<file path="config.mk">
export PLATFORM = sky130hd
export DESIGN_NAME = sdram_arbiter
export DESIGN_NICKNAME = d
export VERILOG_FILES = /design/src/rtl/poly94_sdram_pkg.sv /design/src/rtl/sdram_arbiter.sv
export SDC_FILE = /design/constraint.sdc
export NUM_CORES = 1
export LEC_CHECK = 0
export ABC_CLOCK_PERIOD_IN_PS = 1640
export CAP_MARGIN = 10
export CORE_ASPECT_RATIO = 1.4
export CORE_MARGIN = 2
export CORE_UTILIZATION = 33
export CTS_CLUSTER_DIAMETER = 80
export DETAILED_ROUTE_END_ITERATION = 16
export GPL_TIMING_DRIVEN = 0
export PLACE_DENSITY = 0.87
export SLEW_MARGIN = 20
export SYNTH_ARGS = -nofsm -noshare
export SYNTH_HDL_FRONTEND = slang
export SYNTH_SLANG_ARGS = --single-unit
</file>
<file path="constraint.sdc">
create_clock -name clk_i -period 1.64 [get_ports clk_i]
set_clock_uncertainty 0.05 [all_clocks]
set_input_delay 0.328 -clock clk_i [delete_from_list [all_inputs] [get_ports clk_i]]
set_output_delay 0.328 -clock clk_i [all_outputs]
set_load 0.05 [all_outputs]
</file>
<file path="src/rtl/poly94_sdram_pkg.sv">
`default_nettype none
// ============================================================================
// Module   : poly94_sdram_pkg
// Brief    : Shared SDRAM arbiter types and bus widths.
// Revision : 1.0
// ============================================================================
package poly94_sdram_pkg;

    localparam int SDRAM_ADDR_W = 24;
    localparam int SDRAM_DATA_W = 16;

    typedef enum logic [1:0] {
        ST_IDLE = 2'd0,
        ST_CMD  = 2'd1,
        ST_RESP = 2'd2
    } state_t;

    typedef enum logic {
        OWN_VID = 1'b0,
        OWN_CPU = 1'b1
    } owner_t;

endpackage
`default_nettype wire

</file>
<file path="src/rtl/sdram_arbiter.sv">
`default_nettype none
// ============================================================================
// Module   : sdram_arbiter
// Brief    : Video-burst / CPU-word arbiter in front of one SDRAM controller.
// Revision : 1.0
// ============================================================================
module sdram_arbiter
    import poly94_sdram_pkg::*;
#(
    parameter int VID_MAX_CONSEC = 4,
    parameter int BURST_LEN      = 64
) (
    input  logic                    clk_i,
    input  logic                    rst_i,

    input  logic                    vid_cmd_valid_i,
    output logic                    vid_cmd_ready_o,
    input  logic [SDRAM_ADDR_W-1:0] vid_addr_x16_i,
    output logic                    vid_resp_valid_o,
    output logic                    vid_resp_last_o,

    input  logic                    cpu_cmd_valid_i,
    output logic                    cpu_cmd_ready_o,
    input  logic [SDRAM_ADDR_W-1:0] cpu_addr_x16_i,
    input  logic                    cpu_we_i,
    input  logic [SDRAM_DATA_W-1:0] cpu_wdata_i,
    input  logic [1:0]              cpu_wmask_i,
    output logic                    cpu_resp_valid_o,

    output logic [SDRAM_DATA_W-1:0] rdata_o,

    output logic                    mem_cmd_valid_o,
    input  logic                    mem_cmd_ready_i,
    output logic [SDRAM_ADDR_W-1:0] mem_addr_x16_o,
    output logic                    mem_we_o,
    output logic [SDRAM_DATA_W-1:0] mem_wdata_o,
    output logic [1:0]              mem_wmask_o,
    output logic                    mem_burst_o,
    input  logic                    mem_resp_valid_i,
    input  logic                    mem_resp_last_i,
    input  logic [SDRAM_DATA_W-1:0] mem_rdata_i
);

    localparam int STREAK_W = $clog2(VID_MAX_CONSEC + 1);

    generate
        if (BURST_LEN < 1 || VID_MAX_CONSEC < 1) begin : g_param_check
            $error("sdram_arbiter: BURST_LEN and VID_MAX_CONSEC must be >= 1");
        end
    endgenerate

    state_t                  r_state;
    owner_t                  r_owner;
    logic [STREAK_W-1:0]     r_streak;
    logic                    r_armed;
    logic [SDRAM_ADDR_W-1:0] r_addr;
    logic                    r_we;
    logic [SDRAM_DATA_W-1:0] r_wdata;
    logic [1:0]              r_wmask;
    logic                    r_burst;

    logic w_in_cmd;
    logic w_in_resp;
    logic w_vid_wins;
    logic w_streak_full;

    assign w_streak_full = (r_streak >= STREAK_W'(VID_MAX_CONSEC));
    assign w_vid_wins    = vid_cmd_valid_i && (!cpu_cmd_valid_i || !w_streak_full);

    // r_armed keeps the first edge after reset release decision-free, so the
    // earliest grant lands on the second edge.
    always_ff @(posedge clk_i or posedge rst_i) begin
        if (rst_i) begin
            r_state  <= ST_IDLE;
            r_owner  <= OWN_VID;
            r_streak <= '0;
            r_armed  <= 1'b0;
            r_addr   <= '0;
            r_we     <= 1'b0;
            r_wdata  <= '0;
            r_wmask  <= '0;
            r_burst  <= 1'b0;
        end else begin
            r_armed <= 1'b1;
            case (r_state)
                ST_IDLE: begin
                    if (r_armed) begin
                        if (w_vid_wins) begin
                            r_owner <= OWN_VID;
                            r_state <= ST_CMD;
                            r_addr  <= vid_addr_x16_i;
                            r_we    <= 1'b0;
                            r_wdata <= '0;
                            r_wmask <= 2'b11;
                            r_burst <= 1'b1;
                        end else if (cpu_cmd_valid_i) begin
                            r_owner <= OWN_CPU;
                            r_state <= ST_CMD;
                            r_addr  <= cpu_addr_x16_i;
                            r_we    <= cpu_we_i;
                            r_wdata <= cpu_wdata_i;
                            r_wmask <= cpu_wmask_i;
                            r_burst <= 1'b0;
                        end
                    end
                end
                ST_CMD: begin
                    if (mem_cmd_ready_i) begin
                        if (r_owner == OWN_VID) begin
                            if (cpu_cmd_valid_i && !w_streak_full)
                                r_streak <= r_streak + STREAK_W'(1);
                            r_state <= ST_RESP;
                        end else begin
                            r_streak <= '0;
                            r_state  <= r_we ? ST_IDLE : ST_RESP;
                        end
                    end
                end
                ST_RESP: begin
                    if (mem_resp_valid_i && mem_resp_last_i)
                        r_state <= ST_IDLE;
                end
                default: r_state <= ST_IDLE;
            endcase
        end
    end

    always_comb begin
        w_in_cmd  = (r_state == ST_CMD);
        w_in_resp = (r_state == ST_RESP);
    end

    assign mem_cmd_valid_o  = w_in_cmd;
    assign mem_addr_x16_o   = r_addr;
    assign mem_we_o         = r_we;
    assign mem_wdata_o      = r_wdata;
    assign mem_wmask_o      = r_wmask;
    assign mem_burst_o      = r_burst;

    assign vid_cmd_ready_o  = w_in_cmd && (r_owner == OWN_VID) && mem_cmd_ready_i;
    assign cpu_cmd_ready_o  = w_in_cmd && (r_owner == OWN_CPU) && mem_cmd_ready_i;

    assign vid_resp_valid_o = w_in_resp && (r_owner == OWN_VID) && mem_resp_valid_i;
    assign vid_resp_last_o  = vid_resp_valid_o && mem_resp_last_i;
    assign cpu_resp_valid_o = w_in_resp && (r_owner == OWN_CPU) && mem_resp_valid_i;

    assign rdata_o          = mem_rdata_i;

endmodule
`default_nettype wire
</file>
==> flow_summary.toml <==
[global_route]
track_usage_pct = 19.4
gr-total-overflow = 0
first_global_vias = 2608
antenna_found_initial = 0
grt_start_max_net_pins = 29
grt_first_pass_wirelength_mm = 12.8

[setup_path]
cp_slowest_cell = "dfrtp_2"
worst_ep_required_time_ps = 1260
critPathMaxStageDelay_ps = 490
crit_path_start_kind = "flip-flop"
timing.reg2reg.setup_slack_ps = -100
crit_fanout = 7
crit_path_cell_trace = "nor2b_4, and3b_2, and2_4, buf_8"
cp.arrival_ps = 1420
r2r-end = "mem_addr_x16_o[1]$_DFFE_PP0P_"
crit_path_end_kind = "output port"
r2r-start = "r_state[1]$_DFFE_PP0P_"
crit_type = "flip-flop to output port"
worstRegToRegCells = 5

[layout]
diodes = 0
utilization_pct = 63.1
syn_to_final_growth_pct = 86.9
instances_no_fill = 493
final_common_cell = "clkdlybuf4s50_1"
drive_above_1_share_pct = 30.3
nNetsFinal = 486
fin_area_um2 = 4620
final_cell_mix = "86 x clkdlybuf4s50_1, 50 x dfrtp_1, 37 x dlygate4sd2_1, 32 x o21ai_1, 24 x buf_4"
nFillCells = 604

[clock_tree]
cts_tree = "yes"
cts_buffers = 5
ctsLongestPathBuffers = 2
holdBufCountCts = 0
htreeDepth = 2
cts_root_buf = "clkbuf_8"
cts_sinks = 51
clk_latency_ps = 300
path_clk_slew_ps = 90

[yosys]
yosysWarningCount = 0
synth-seq-cells = 51
ys_seq_area_share_pct = 51.7
yosysUniqueCellTypes = 30
syn_avg_cell_area_um2 = 10.6
synth_area_um2 = 2470
synth_nets = 325
syn_inst = 234

[floorplan]
die_x_um = 77.1
die_y_um = 106
rows = 37
ios = 156
coreArea_um2 = 7310
die_area_um2 = 8200
start_util_pct = 33.8

[timing]
finalCriticalPeriod_ps = 1800
fmax_ghz = 0.557
maxSlewHeadroom_pct = 59.0
setup_viol = 43
rsz0062_at_grt = "true"
whs_ps = 329
finalHoldViolCount = 0
slew_violations = 0
finalCritPeriodShare_pct = 109
worst_slack_ps = -156
tightestPinTransition_ps = 615
fin_setup_tns_ps = -2020

[route]
viasPerCell = 5.20
wire_per_inst_um = 17.3
drc_errors = 0
firstDrtPassIters = 4
num_vias = 2563
drtIter0Drc = 81
wirelength_mm = 8.53
final_antenna_net_count = 0

[worst_hold_path]
hp-class = "input pin to async pin"

[place]
place_hpwl_mm = 5.92
gp_congestion = 0.782
dpl_worst_slack_ps = -808
dp_cells = 471
postPlaceCellArea_um2 = 4010
portBuffers = 139

[job]
maxCapViolCount = 0

[outcome]
violations = "setup timing"
status = "finished with violations"

[pwr]
power_mw = 8.57
p_leak_nw = 1.96
powerDensity_nw_per_um2 = 1860
ir_drop_uv = 1150
[metal layers]
metal	part of all wire [%]	track usage, %	up-vias
met5	0	0	-
met4	1.8	5.99	0
met3	6.8	4.84	15
met2	54	36.0	120
met1	38	21.8	1256
li1	-	-	1172
[critical path: cells and delay by family, from the launching register on]
family	cells	cell delay, ps
flip-flops	1	490
buffers and inverters	1	130
AND/OR/NAND/NOR	3	500
[cell families after synthesis]
family          Yosys count  share of synthesized area (%)
buf+inv                  41                           9.88
mux                       2                          0.912
flops                    51                           51.7
other cells               1                          0.152
simple gates             43                           9.63
compound gates           95                           27.3
fa+ha+maj                 1                          0.507
[power breakdown]
group          switching, mW  internal, mW  total, mW
registers              0.466          1.85       2.32
logic                   3.27          1.97       5.24
clock network          0.407         0.610       1.02
total                   4.15          4.43       8.57
[cell type report]
class	instances	area [µm²]	area share [%]
Clock inverter	2	60.1	1.30
Inverter	4	15.0	0.325
Tap cell	97	121	2.63
Multi-Input combinational cell	142	1250	27.1
Clock buffer	6	72.6	1.57
Timing Repair Buffer	155	1560	33.8
Buffer	36	256	5.56
Sequential cell	51	1280	27.7
[Yosys cell counts, drive strengths merged]
master	instances	area, µm²
a2bb2oi	24	210
and3b	2	17.5
a21bo	1	10.0
nor2b	5	31.3
or3b	1	11.3
and3	1	6.26
o311ai	2	17.5
buf	24	180
conb	1	3.75
dfrtp	51	1280
a22o	1	8.76
a31oi	1	6.26
o32ai	24	210
clkbuf	13	48.8
nor2	6	38.8
and2	2	12.5
nand4b	1	8.76
inv	4	15.0
nand2	21	78.8
mux2	2	22.5
nor3b	1	12.5
o21ai	42	210
ha	1	12.5
nand3b	1	7.51
nand3	1	5.00
and2b	1	7.51
[state kept, by name, indices dropped and copies added, names as in the netlist]
register / count
mem_addr_x16_o: 24
mem_wdata_o: 16
r_streak: 3
mem_wmask_o: 2
r_state: 2
mem_burst_o: 1
mem_we_o: 1
r_armed: 1
r_owner: 1
[what timing repair did]
item | in CTS | in global routing
cloned | 0 | 4
pin swaps | 4 | 7
buffers inserted | 6 | 5
setup endpoints to repair | 94 | 54
gates resized for setup | 107 | 107
[worst max path at each step]
stage	slack, ps	cells past startpoint	endpoint	startpoint
2_1_floorplan	30	1	mem_addr_x16_o[0]$_DFFE_PP0P_	rst_i
3_3_place_gp	-910	2	mem_wdata_o[12]$_DFFE_PP0P_	rst_i
3_5_place_dp	-810	4	cpu_cmd_ready_o	mem_cmd_ready_i
4_1_cts	-180	4	vid_resp_last_o	r_state[0]$_DFFE_PP0P_
5_1_grt	-200	4	vid_resp_last_o	r_state[0]$_DFFE_PP0P_
6_report	-160	4	vid_resp_last_o	r_state[0]$_DFFE_PP0P_
Power figures use the tool's default switching activity.
